===== src/rtl/ysyx_24080014_ifu.sv =====
// Instruction fetch unit: one outstanding SRAM word fetch, one-entry hand-off to the IDU,
// redirect from EXU at any time with stale-response suppression.
//
// state | meaning
// BOOT  | one idle cycle after reset, no request, no instruction
// REQ   | request for pc presented to SRAM, waiting for mem_req_ready
// WAIT  | request accepted, waiting for mem_rsp_valid (dropped if stale)
// HOLD  | instruction and its pc presented to IDU until inst_ready
module ysyx_24080014_ifu #(
   parameter logic [31:0] RESET_PC = 32'h8000_0000
) (
   input  logic        clk,
   input  logic        rst,
   output logic        mem_req_valid,
   input  logic        mem_req_ready,
   output logic [31:0] mem_addr,
   input  logic        mem_rsp_valid,
   input  logic [31:0] mem_rsp_data,
   input  logic        redirect_valid,
   input  logic [31:0] redirect_pc,
   output logic        inst_valid,
   input  logic        inst_ready,
   output logic [31:0] inst_out,
   output logic [31:0] inst_pc,
   output logic [31:0] perf_fetch_cnt
);

   typedef enum logic [1:0] {ST_BOOT, ST_REQ, ST_WAIT, ST_HOLD} state_t;

   state_t      state_q, state_d;
   logic [31:0] pc_q, pc_d;
   logic        stale_q, stale_d;
   logic [31:0] inst_q, inst_d;
   logic [31:0] ipc_q, ipc_d;
   logic [31:0] perf_q, perf_d;
   logic [31:0] redir_pc;
   logic        unused_rpc_lsb;

   assign redir_pc       = {redirect_pc[31:2], 2'b00};
   assign unused_rpc_lsb = ^redirect_pc[1:0];

   always_comb begin
      state_d = state_q;
      pc_d    = pc_q;
      stale_d = stale_q;
      inst_d  = inst_q;
      ipc_d   = ipc_q;
      perf_d  = perf_q;
      case (state_q)
         ST_BOOT: begin
            state_d = ST_REQ;
            if (redirect_valid) pc_d = redir_pc;
         end
         ST_REQ: begin
            if (mem_req_ready) state_d = ST_WAIT;
            // an accepted request for the old pc must have its response thrown away
            if (redirect_valid) begin
               pc_d    = redir_pc;
               stale_d = mem_req_ready;
            end
         end
         ST_WAIT: begin
            if (redirect_valid) begin
               pc_d = redir_pc;
               if (mem_rsp_valid) begin
                  stale_d = 1'b0;
                  state_d = ST_REQ;
               end else begin
                  stale_d = 1'b1;
               end
            end else if (mem_rsp_valid) begin
               if (stale_q) begin
                  stale_d = 1'b0;
                  state_d = ST_REQ;
               end else begin
                  inst_d  = mem_rsp_data;
                  ipc_d   = pc_q;
                  state_d = ST_HOLD;
               end
            end
         end
         ST_HOLD: begin
            if (inst_ready) perf_d = perf_q + 32'd1;
            if (redirect_valid) begin
               pc_d    = redir_pc;
               state_d = ST_REQ;
            end else if (inst_ready) begin
               pc_d    = pc_q + 32'd4;
               state_d = ST_REQ;
            end
         end
         default: state_d = ST_BOOT;
      endcase
   end

   always_ff @(posedge clk or negedge rst) begin
      if (!rst) begin
         state_q <= ST_BOOT;
         pc_q    <= RESET_PC;
         stale_q <= 1'b0;
         inst_q  <= 32'd0;
         ipc_q   <= 32'd0;
         perf_q  <= 32'd0;
      end else begin
         state_q <= state_d;
         pc_q    <= pc_d;
         stale_q <= stale_d;
         inst_q  <= inst_d;
         ipc_q   <= ipc_d;
         perf_q  <= perf_d;
      end
   end

   assign mem_req_valid  = (state_q == ST_REQ);
   assign mem_addr       = pc_q;
   assign inst_valid     = (state_q == ST_HOLD);
   assign inst_out       = inst_q;
   assign inst_pc        = ipc_q;
   assign perf_fetch_cnt = perf_q;

endmodule


===== config.mk =====
export PLATFORM = sky130hd
export DESIGN_NAME = ysyx_24080014_ifu
export DESIGN_NICKNAME = d
export VERILOG_FILES = /design/src/rtl/ysyx_24080014_ifu.sv
export SDC_FILE = /design/constraint.sdc
export NUM_CORES = 1
export LEC_CHECK = 0
export CORE_MARGIN = 8
export CORE_UTILIZATION = 49
export DETAILED_ROUTE_END_ITERATION = 10
export GPL_ROUTABILITY_DRIVEN = 0
export PLACE_DENSITY_LB_ADDON = 0.12
export SETUP_SLACK_MARGIN = 0.3
export SYNTH_ARGS = -nofsm -noshare
export SYNTH_HDL_FRONTEND = slang
export SYNTH_SLANG_ARGS = --single-unit

===== constraint.sdc =====
create_clock -name clk -period 4.25 [get_ports clk]
set_input_delay 0.6375 -clock clk [delete_from_list [all_inputs] [get_ports clk]]
set_output_delay 0.6375 -clock clk [all_outputs]
set_load 0.05 [all_outputs]

==> results.sh <==
export IMPL_run_status="completed"
export IMPL_skew_ps=7.22
export IMPL_postCtsResizedCells=0
export IMPL_root_buffer="clkbuf_16"
export IMPL_synthesis_area_mm2=0.00585
export IMPL_async_reset_ff_share_pct=100
export IMPL_synthCells=513
export IMPL_grt_setup_unrepaired="false"
export IMPL_detailedRoute_firstIterationViolations=301
export IMPL_worst_setup_path_end_kind="primary output"
export IMPL_floorplan_io_pins=200
export IMPL_max_clock_path_buffers=2
export IMPL_coreArea_mm2=0.0118
export IMPL_std_cell_rows=40
export IMPL_clkTransAtPathRegs_ps=50
export IMPL_cts_tree="built"
export IMPL_post_route_cells_drive_above_1_share_pct=16.1
export IMPL_cts_repair_timing_setup_buffer_count=0
export IMPL_clk_latency_ps=410
export IMPL_fillCellCount=839
export IMPL_synth_warnings=0
export IMPL_reg2reg_to="state_q[1]$_DFFE_PN0P_"
export IMPL_detailedPlace_worstSlack_ps=1280
export IMPL_die_width_um=125
export IMPL_cts_hold_buffers_added=0
export IMPL_most_common_layout_cells="192 x clkdlybuf4s50_1, 126 x dfrtp_1, 63 x mux2_2"
export IMPL_drc_errors=0
export IMPL_flop2flop_setup_slack_ps=1760
export IMPL_worst_path_largest_cell_delay_ps=840
export IMPL_synth_enable_flop_cells=0
export IMPL_vdd_ir_drop_max_uv=410
export IMPL_synth_cell_type_count=59
export IMPL_antenna_found_initial=0
export IMPL_slew_headroom_pct=27.6
export IMPL_drtPass1Iterations=4
export IMPL_worstSetupStartpointType="flip-flop"
export IMPL_post_route_worst_setup_slack_ps=1570
export IMPL_worst_hold_check_slack_ps=301
export IMPL_grt_util_all_layers_pct=21.1
export IMPL_cts_htree_levels=4
export IMPL_chipHeight_um=125
export IMPL_grt_ovfl_total=0
export IMPL_cp_max_fo=6
export IMPL_via_count_of_the_first_global_routing_pass=5047
export IMPL_min_period_ps=2680
export IMPL_synth_main_ff_cell="dfrtp_1"
export IMPL_finish_net_count=779
export IMPL_route_detailed_wl_per_inst_um=18.9
export IMPL_grt_start_max_net_pins=99
export IMPL_max_slew_worst_pin_slew_ps=1090
export IMPL_crit_required_ps=3610
export IMPL_postRouteAntennaNets=0
export IMPL_worst_hold_path_type="primary input to asynchronous set/reset pin"
export IMPL_hpwl_um=11900
export IMPL_numClockSinks=127
export IMPL_vias=4798
export IMPL_timing_critical_path_from="state_q[1]$_DFFE_PN0P_"
export IMPL_total_power_w=0.00598
export IMPL_cp_top_family="buffers and inverters"
export IMPL_critical_path_cell_chain="inv_1 -> ha_1 -> clkdlybuf4s50_1"
export IMPL_place_port_buffers=193
export IMPL_fmaxAchievable_ghz=0.373
export IMPL_global_route_wire_length_before_repair_um=26500
export IMPL_maxCapViolCount=0
export IMPL_worstSetupPathType="flip-flop to primary output"
export IMPL_initial_core_util_pct=49.5
export IMPL_cts_buffers_inserted=17
export IMPL_layout_stage_area_growth_over_the_synthesis_result_pct=46.0
export IMPL_n_antenna_cell=0
export IMPL_post_synth_cell_area_avg_um2=11.4
export IMPL_final_max_slew_violation_count=0
export IMPL_final_hold_viol_count=0
export IMPL_layout_commonest_cell="clkdlybuf4s50_1"
export IMPL_worst_path_max_delay_cell="clkdlybuf4s50_1"
export IMPL_drt_total_wl_um=16300
export IMPL_crit_cells=3
export IMPL_finalCritPeriodShare_pct=63.1
export IMPL_route_detailed_vias_per_inst=5.57
export IMPL_power_static_leakage_nw=3.69
export IMPL_synth_seq_cells=127
export IMPL_setup_tns_final_ps=0
export IMPL_final_core_utilization_pct=72.3
export IMPL_setup_worst_path_end="mem_req_valid"
export IMPL_critical_path_arrival_ps=2040
export IMPL_power_per_cell_area_mw_per_mm2=700
export IMPL_seq_area_frac_synth_pct=54.3
export IMPL_worstPathBufferInverterCount=2
export IMPL_design_die_area_mm2=0.0157
export IMPL_worst_r2r_startpoint="state_q[1]$_DFFE_PN0P_"
export IMPL_final_setup_viol_count=0
export IMPL_worst_r2r_path_depth=5
## how the worst min path moves through the flow
stage,cells past startpoint,to,slack [ps]
after floorplan,0,inst_out[0]$_DFFE_PN0P_,340
after CTS,1,perf_fetch_cnt[4]$_DFFE_PN0P_,370
final,1,perf_fetch_cnt[5]$_DFFE_PN0P_,300
after detailed placement,1,perf_fetch_cnt[31]$_DFFE_PN0P_,470
after global placement,1,perf_fetch_cnt[31]$_DFFE_PN0P_,460
after global routing,1,perf_fetch_cnt[5]$_DFFE_PN0P_,410
## registers in the layout (all words and copies together) (netlist names)
signal / cells
inst_pc: 30
mem_addr: 30
inst_out: 32
perf_fetch_cnt: 32
state_q: 2
stale_q: 1
## cell usage after synthesis (all sizes together), types with 5 or more instances
library cell	number	area (um2)
xor2	10	87.6
and3	14	90.1
mux2	63	709
nor3	6	35.0
a2bb2oi	5	43.8
a21oi	28	140
clkbuf	22	82.6
o21ai	25	125
dfrtp	126	3150
nand4	14	93.8
nor2	25	98.8
nand3	27	145
ha	6	75.1
xnor2	21	184
and4	5	43.8
inv	10	37.5
buf	7	42.5
nand2	37	149
o22ai	6	37.5
a311oi	9	78.8
## through the flow
stage          cells  instance area, um2
2_1_floorplan    516                5860
3_3_place_gp     831                7910
3_5_place_dp     831                7910
4_1_cts          862                8540
5_1_grt          862                8540
6_report         862                8540
## worst reg2reg max path, delay by kind of cell, from the launching register on
family | cells | cell delay [ps]
simple gates | 2 | 750
compound gates | 2 | 840
fa+ha+maj | 1 | 340
flops | 1 | 430
## cells by family (layout without fill, tap and decap cells)
group / Yosys count / count (layout) / share of synthesized area (%)
adder cells (fa/ha/maj): 6 / 6 / 1.28
flip-flops: 127 / 127 / 54.3
AND/OR/NAND/NOR: 148 / 148 / 13.9
AO/OA/AOI/OAI: 97 / 97 / 10.7
buffers and inverters: 39 / 238 / 2.78
XOR/XNOR: 31 / 31 / 4.64
other: 1 / 4 / 0.0641
multiplexers: 64 / 64 / 12.3
## final cells by class
| cell class | instances | area [um2] | area share, % |
|---|---|---|---|
| well taps | 147 | 184 | 2.15 |
| clock inverters | 5 | 125 | 1.46 |
| multi-input cells | 350 | 2530 | 29.6 |
| repair buffers | 197 | 1980 | 23.1 |
| inverters | 10 | 37.5 | 0.439 |
| clock buffers | 26 | 509 | 5.96 |
| flip-flops and latches | 127 | 3180 | 37.2 |
## where the power goes
part           total (W)  switching [W]  internal, W
Combinational    0.00259        0.00168     0.000914
Sequential       0.00185       0.000311      0.00154
Clock            0.00154       0.000485      0.00106
## routing by layer
metal  wire [um]  global-route usage, %  up-vias
li1            -                      -     2240
met1        6410                   23.2     2379
met2        8340                   35.7      156
met3        1160                   7.95       23
met4         336                   9.31        0
met5           0                      0        -
Power figures use the tool's default switching activity.
